$ cat config.mk
export PLATFORM = sky130hd
export DESIGN_NAME = conv_kernel_kxk
export DESIGN_NICKNAME = d
export VERILOG_FILES = /design/src/rtl/conv_pkg.sv /design/src/rtl/shift_weight_mul.sv /design/src/rtl/conv_kernel_kxk.sv
export SDC_FILE = /design/constraint.sdc
export NUM_CORES = 1
export LEC_CHECK = 0
export ABC_AREA = 1
export CAP_MARGIN = 20
export CORE_MARGIN = 4
export CORE_UTILIZATION = 30
export CTS_CLUSTER_DIAMETER = 200
export CTS_CLUSTER_SIZE = 28
export DETAILED_ROUTE_END_ITERATION = 8
export PLACE_DENSITY_LB_ADDON = 0.08
export SLEW_MARGIN = 5
export SYNTH_ARGS = -nofsm -noshare
export SYNTH_HDL_FRONTEND = slang
export SYNTH_SLANG_ARGS = --single-unit
export TNS_END_PERCENT = 10
$ cat constraint.sdc
create_clock -name clk -period 15.15 [get_ports clk]
set_input_delay 4.545 -clock clk [delete_from_list [all_inputs] [get_ports clk]]
set_output_delay 4.545 -clock clk [all_outputs]
set_load 0.05 [all_outputs]
$ cat src/rtl/conv_pkg.sv
// Shared definitions for the KxK shift-weight convolution kernel:
// FSM states, weight-word field positions and accumulator sizing.
package conv_pkg;

  typedef enum logic [0:0] {
    LOAD = 1'b0,
    RUN  = 1'b1
  } state_e;

  // Weight word layout is {zero, sign, shift[SW-1:0]}.
  function automatic int w_zero_bit(input int sw);
    return sw + 1;
  endfunction

  function automatic int w_sign_bit(input int sw);
    return sw;
  endfunction

  // Widest product is DW+2^SW-1 magnitude bits; K*K of them plus a sign bit.
  function automatic int acc_width(input int dw, input int sw, input int k);
    return dw + (1 << sw) + $clog2(k * k) + 1;
  endfunction

endpackage

$ cat src/rtl/shift_weight_mul.sv
// Pixel times power-of-two weight: zero-extend, shift, optional two's-complement
// negate. Purely combinational.
module shift_weight_mul
  import conv_pkg::*;
#(
  parameter int DW = 8,
  parameter int SW = 3,
  parameter int WB = SW + 2,
  parameter int AW = acc_width(DW, SW, 3)
) (
  input  logic [DW-1:0]        pix_i,
  input  logic [WB-1:0]        w_i,
  output logic signed [AW-1:0] prod_o
);

  localparam int ZB = w_zero_bit(SW);
  localparam int SB = w_sign_bit(SW);

  logic [AW-1:0] mag;

  always_comb begin
    mag = {{(AW-DW){1'b0}}, pix_i} << w_i[SW-1:0];
    if (w_i[ZB]) begin
      prod_o = '0;
    end else if (w_i[SB]) begin
      prod_o = $signed(~mag + AW'(1));
    end else begin
      prod_o = $signed(mag);
    end
  end

endmodule

$ cat src/rtl/conv_kernel_kxk.sv
// KxK power-of-two-weight convolution: weight-load FSM, K-deep column window,
// registered products (stage 1) and registered adder-tree sum (stage 2).
module conv_kernel_kxk
  import conv_pkg::*;
#(
  parameter  int K  = 3,
  parameter  int DW = 8,
  parameter  int SW = 3,
  parameter  int WB = SW + 2,
  localparam int AW = acc_width(DW, SW, K)
) (
  input  logic                 clk,
  input  logic                 rst,
  input  logic                 w_start,
  input  logic                 w_valid,
  input  logic [WB-1:0]        w_data,
  output logic                 w_done,
  input  logic                 in_valid,
  output logic                 in_ready,
  input  logic [K*DW-1:0]      in_pix,
  input  logic                 in_sol,
  output logic                 out_valid,
  input  logic                 out_ready,
  output logic signed [AW-1:0] out_y
);

  localparam int NW = K * K;
  localparam int IW = $clog2(NW + 1);
  localparam int FW = $clog2(K + 1);

  state_e               state_q, state_d;
  logic [IW-1:0]        idx_q, idx_d;
  logic                 w_we;
  logic [WB-1:0]        wt_q [NW];
  logic [K*DW-1:0]      win_q [K];
  logic [FW-1:0]        fill_q, fill_d;
  logic                 pend_q, pend_d;
  logic                 s1_valid_q;
  logic signed [AW-1:0] prod_q [NW];
  logic signed [AW-1:0] prod_c [NW];
  logic signed [AW-1:0] sum_c;
  logic                 out_valid_q;
  logic signed [AW-1:0] out_y_q;
  logic                 advance, accept, out_load;

  always_comb begin
    state_d = state_q;
    idx_d   = idx_q;
    w_we    = 1'b0;
    if (w_start) begin
      state_d = LOAD;
      idx_d   = '0;
    end else begin
      case (state_q)
        LOAD: begin
          if (w_valid) begin
            w_we  = 1'b1;
            idx_d = idx_q + IW'(1);
            if (idx_q == IW'(NW - 1)) begin
              state_d = RUN;
            end
          end
        end
        RUN:     state_d = RUN;
        default: state_d = LOAD;
      endcase
    end
  end

  // pend_q marks that win_q holds a qualifying window not yet taken by
  // stage 1; window, stage 1 and stage 2 stall together on backpressure.
  assign advance  = !s1_valid_q || !out_valid_q || out_ready;
  assign in_ready = (state_q == RUN) && advance;
  assign accept   = in_valid && in_ready && !w_start;
  assign out_load = !out_valid_q || out_ready;
  assign w_done   = (state_q == RUN);

  always_comb begin
    if (in_sol) begin
      fill_d = FW'(1);
    end else if (fill_q >= FW'(K)) begin
      fill_d = FW'(K);
    end else begin
      fill_d = fill_q + FW'(1);
    end
    pend_d = accept && (fill_d >= FW'(K));
  end

  // weight[r*K+c] pairs with row r of window slot K-1-c (slot 0 is newest).
  for (genvar r = 0; r < K; r++) begin : g_row
    for (genvar c = 0; c < K; c++) begin : g_col
      shift_weight_mul #(
        .DW(DW),
        .SW(SW),
        .WB(WB),
        .AW(AW)
      ) u_mul (
        .pix_i  (win_q[K-1-c][r*DW +: DW]),
        .w_i    (wt_q[r*K+c]),
        .prod_o (prod_c[r*K+c])
      );
    end
  end

  always_comb begin
    sum_c = '0;
    for (int unsigned i = 0; i < NW; i++) begin
      sum_c = sum_c + prod_q[i];
    end
  end

  always_ff @(posedge clk or posedge rst) begin
    if (rst) begin
      state_q     <= LOAD;
      idx_q       <= '0;
      fill_q      <= '0;
      pend_q      <= 1'b0;
      s1_valid_q  <= 1'b0;
      out_valid_q <= 1'b0;
      out_y_q     <= '0;
      for (int unsigned i = 0; i < NW; i++) begin
        wt_q[i]   <= {1'b1, {(WB-1){1'b0}}};
        prod_q[i] <= '0;
      end
      for (int unsigned i = 0; i < K; i++) begin
        win_q[i] <= '0;
      end
    end else begin
      state_q <= state_d;
      idx_q   <= idx_d;
      for (int unsigned i = 0; i < NW; i++) begin
        if (w_we && (idx_q == IW'(i))) begin
          wt_q[i] <= w_data;
        end
      end
      if (w_start) begin
        fill_q      <= '0;
        pend_q      <= 1'b0;
        s1_valid_q  <= 1'b0;
        out_valid_q <= 1'b0;
      end else begin
        if (accept) begin
          win_q[0] <= in_pix;
          for (int unsigned i = 1; i < K; i++) begin
            win_q[i] <= win_q[i-1];
          end
          fill_q <= fill_d;
        end
        if (advance) begin
          pend_q     <= pend_d;
          s1_valid_q <= pend_q;
          if (pend_q) begin
            prod_q <= prod_c;
          end
        end
        if (out_load) begin
          out_valid_q <= s1_valid_q;
          if (s1_valid_q) begin
            out_y_q <= sum_c;
          end
        end
      end
    end
  end

  assign out_valid = out_valid_q;
  assign out_y     = out_y_q;

endmodule

* Yosys cells after proc, flatten, opt, wreduce, memory -nomap -nowiden
Index checks and enable logic that the tools add are counted.
** Word-level totals
- Register bits after elaboration :: 337
- Input port bits :: 36
- Word-level logic and storage cells :: 144
** Cells by class
- Magnitude comparators :: 2
- Reductions and logical operators :: 28
- Muxes and demuxes :: 38
- Bitwise logic cells :: 11
- $add $sub $neg :: 19
- Shift operators :: 9
- Equal/unequal tests :: 9
** Operator list (number)
- $mux W21 :: 18
- $add A21 B1 Y21 const B :: 9
- $not A21 Y21 :: 9
- $shl A8 B3 Y21 :: 9
- $add A21 B21 Y21 :: 8
- $eq A4 B3 Y1 const B :: 4
- $logic_and A1 B1 Y1 :: 13
- $mux W1 :: 12
- $mux W4 :: 3
- $eq A4 B2 Y1 const B :: 2
- $mux W2 :: 4
- $reduce_bool A2 Y1 :: 4
- $reduce_and A3 Y1 :: 2
- $add A4 B1 Y4 const B :: 1
- $eq A4 B1 Y1 const B :: 1
- $eq A4 B4 Y1 const B :: 1
- $ge A2 B2 Y1 const B :: 2
- $logic_not A4 Y1 :: 1
- $reduce_and A2 Y1 :: 2
- $logic_not A1 Y1 :: 3
- $logic_or A1 B1 Y1 :: 3
- $add A2 B1 Y2 const B :: 1
- $ne A2 B2 Y1 const B :: 1
- $not A1 Y1 :: 2
- $pmux W1 S2 :: 1

* Logic depth before layout (Yosys ltp)
- Depth after elaboration :: 9
- Gate-level depth with buffers :: 20
- Mapped depth without buffers :: 20

* By module
A second synthesis with hierarchy kept.
** Unflattened totals
- Cells, all modules :: 3211
- Area, all modules :: 26266.4 sq um
** Modules (own cells, without submodules)
- conv_kernel_kxk :: times used 1, area an instance 17655.7 sq um, sequential area each 8444.3 sq um, cells each 1536
- shift_weight_mul at g_row[1].g_col[2].u_mul ... :: times used 4, area an instance 963.4 sq um, sequential area each 0.0 sq um, cells each 185
- shift_weight_mul at g_row[0].g_col[0].u_mul ... :: times used 4, area an instance 943.4 sq um, sequential area each 0.0 sq um, cells each 187
- shift_weight_mul at g_row[1].g_col[1].u_mul :: times used 1, area an instance 983.4 sq um, sequential area each 0.0 sq um, cells each 187

* Least setup slack after synthesis
No wires, ideal clock.
- Kind :: input-to-output
- Start :: input out_ready
- End :: output in_ready
- Arrival :: 5.110 ns
- Required time :: 10.605 ns
- Stages :: 2
- Buffers on the path :: 0
- Setup slack :: 5.495 ns
- Path through :: nor2_1 a21oi_2
** Between the ends
- Longest elaborated chain between the ends :: 2
** Ends and longest elaborated chain
- from (decl) :: RTL line conv_kernel_kxk.sv:23 : input logic out_ready,
- $logic_or A1 B1 Y1 :: RTL line conv_kernel_kxk.sv:72 : assign advance = !s1_valid_q || !out_valid_q || out_ready;
- $logic_and A1 B1 Y1 :: RTL line conv_kernel_kxk.sv:73 : assign in_ready = (state_q == RUN) && advance;
- to (decl) :: RTL line conv_kernel_kxk.sv:19 : output logic in_ready,
Every way passes these cells.

* Final worst setup path
Same ends and word-level chain as after synthesis.

==> out/metrics.cfg <==
[power]
swShare = 0.448
p_int_uw = 1600
power_switching_uw = 1300
pwr-share-clk = 0.190
p_seq_frac = 0.367
power.density_nw_per_um2 = 111
p_comb_frac = 0.443
leakage_uw = 0.0137
max-vdd-ir-drop_mv = 0.0629

[yosys]
synth_nets = 3440
synth_ff_type = dfrtp_1
synthDistinctLibCells = 50
ys_seq_area_frac = 0.351
syn_avg_cell_area_um2 = 7.44
synth_cells = 3234
postSynth.asyncResetShare = 1.00
ys_ff_latch = 337
synth_warnings = 0
synth_edf_count = 0
synth_area_um2 = 24100

[detailed_routing]
antenna_left = 0
drt_wl_total_um = 75300
vias = 20200
viasPerCell = 4.74
drt_iter0_markers = 1312
wl_per_cell_um = 17.6
drc_errors = 0
firstDrtPassIters = 5

[cts]
postCtsSetupRepairBufs = 0
cts_tree = built
postCtsHoldBufs = 0
path_clk_slew_ns = 0.11
htreeDepth = 1
cts_resized = 0
cts_buffers = 16
clockBufferDepth = 3
root_buffer = clkbuf_16
clock_latency_ns = 0.56
cts_sinks = 337

[setup_path]
worstPathMaxFanout = 3
worstSetupEndpointType = primary output
crit_type = primary input to primary output
worstSetupStartpointType = primary input
critical_path_required_ns = 10.61
r2r_setup_slack_ns = 10.43
worst_ep_arrival_time_ns = 6.08

[status]
outcome = finished clean

[grt]
use_met1 = 0.267
gr-usage-all-layers = 0.177
grt_busiest_layer = met2
antenna_found_initial = 7
grt_pass1_wl_um = 118000
grt_pass1_vias = 19800
grt_max_degree = 148
use_met2 = 0.278
grt_overflow = 0
met3_usage = 0.0188

[sta]
setup_tns_ns = 0
hold_viol = 0
drv_slew = 0
fmaxAchievable_mhz = 94.1
max_slew_margin = 0.320
skew_ns = 0.0447
fin_crit_sh = 0.701
hold-worst-slack_ns = 0.488
worst_slew_pin_slew_ns = 1.02
min_period_ns = 10.63
rsz0062_at_grt = no
setup_violations = 0

[flow_run]
drv_cap = 0

[floorplanning]
initial_core_util = 0.304
io_pins = 60
core_area_um2 = 79300
num_rows = 103
die_w_um = 291
die_area_um2 = 84800
die_h_um = 291

[layout]
drive_gt1_frac = 0.0723
antennaDiodeCount = 0
nets = 3417
final_cell_mix = nand2_1, inv_1, dfrtp_1, nand3_1, o21ai_0
layout_commonest_cell = nand2_1
synthToLayoutAreaGrowth_pct = 7.91

[worst_hold_path]
hold_class = flip-flop to flip-flop

[placed_design]
place_congestion = 0.854
hpwl_um = 59400
port_buffers = 59

metal layers:
layer  vias to the layer above  part of all wire
met5                         -           0.00036
met1                      9757              0.50
met2                       329              0.44
met4                         4             0.015
met3                        46             0.038
li1                      10100                 -
sequential cells by signal, summed over array words and instances (netlist names):
name and flops:
s1_valid_q 1, out_valid 1, out_y 21, fill_q 2, wt_q 45, pend_q 1, w_done 1, win_q 72
idx_q 4, prod_q 189
kinds of logic (layout without fill, tap and decap cells):
group	after synthesis	count (layout)	share of synthesized area
AND/OR/NAND/NOR	1880	1880	0.338
flip-flops	337	337	0.351
XOR/XNOR	53	53	0.0193
AO/OA/AOI/OAI	301	301	0.0756
adder cells (fa/ha/maj)	170	170	0.131
buffers and inverters	493	480	0.0851
cells in the mapped netlist, drive strengths merged (4+ instances only):
cell    instances  area share
nand2        1310        0.21
inv           383       0.061
nand3         329       0.076
dfrtp         328        0.34
o21ai         205       0.044
nor2          165       0.030
fa            136        0.11
buf            83       0.020
ha             34       0.018
nand4          32      0.0091
xnor2          28       0.010
a21oi          25      0.0054
xor2           25      0.0091
clkbuf         23      0.0036
nor3           22      0.0046
o22ai          13      0.0034
a22o           12      0.0044
a31oi          12      0.0031
o211ai         12      0.0054
nand3b         11      0.0034
dfstp           9      0.0098
or2             6      0.0016
a21o            5      0.0016
o31ai           5      0.0037
a32o            4      0.0017
clkinv          4     0.00062
power groups by stage:
stage	logic, µW	registers, µW	clock network (µW)
after floorplan	913	1070	0
after global placement	1290	1080	0
after detailed placement	1290	1080	0
after CTS	1300	1060	585
after global routing	1450	1070	608
final	1280	1060	550
worst max-delay path, cell delays in order:
cell,delay (ns)
clkdlybuf4s50_1,0.47
nor2_1,0.08
a21oi_2,0.16
clkdlybuf4s50_1,0.83
worst paths after layout:
path	from	end	cells past startpoint
setup / recovery	out_ready	in_ready	4
max in group asynchronous	rst	prod_q[115]	4
setup reg to reg	prod_q[65]	out_y[18]	17
hold / removal	out_y[2]	out_y[2]	2
min in group asynchronous	rst	prod_q[56]	2
hold reg to reg	out_y[2]	out_y[2]	2
cell type report:
| class | count | area [µm²] |
|---|---|---|
| clock inverter | 1 | 30.0 |
| sequential | 337 | 8440 |
| multi-input combinational | 2404 | 13600 |
| fill | 8576 | 53300 |
| clock buffer | 27 | 463 |
| tap | 1050 | 1310 |
| inverter | 387 | 1480 |
| timing repair buffer | 65 | 648 |
per-stage QoR:
step                       util  instance area, µm²  total power, µW  worst slack [ns]  cells
after global routing      0.328               26000             3130              4.47   4271
after floorplan               -               24100             1980              1.28   3234
after CTS                 0.328               26000             2940              4.50   4271
final                     0.328               26000             2890              4.52   4271
after global placement    0.321               25500             2360              4.51   4243
after detailed placement  0.321               25500             2370              4.51   4243
Note: power is estimated with default switching activity, not from simulation.
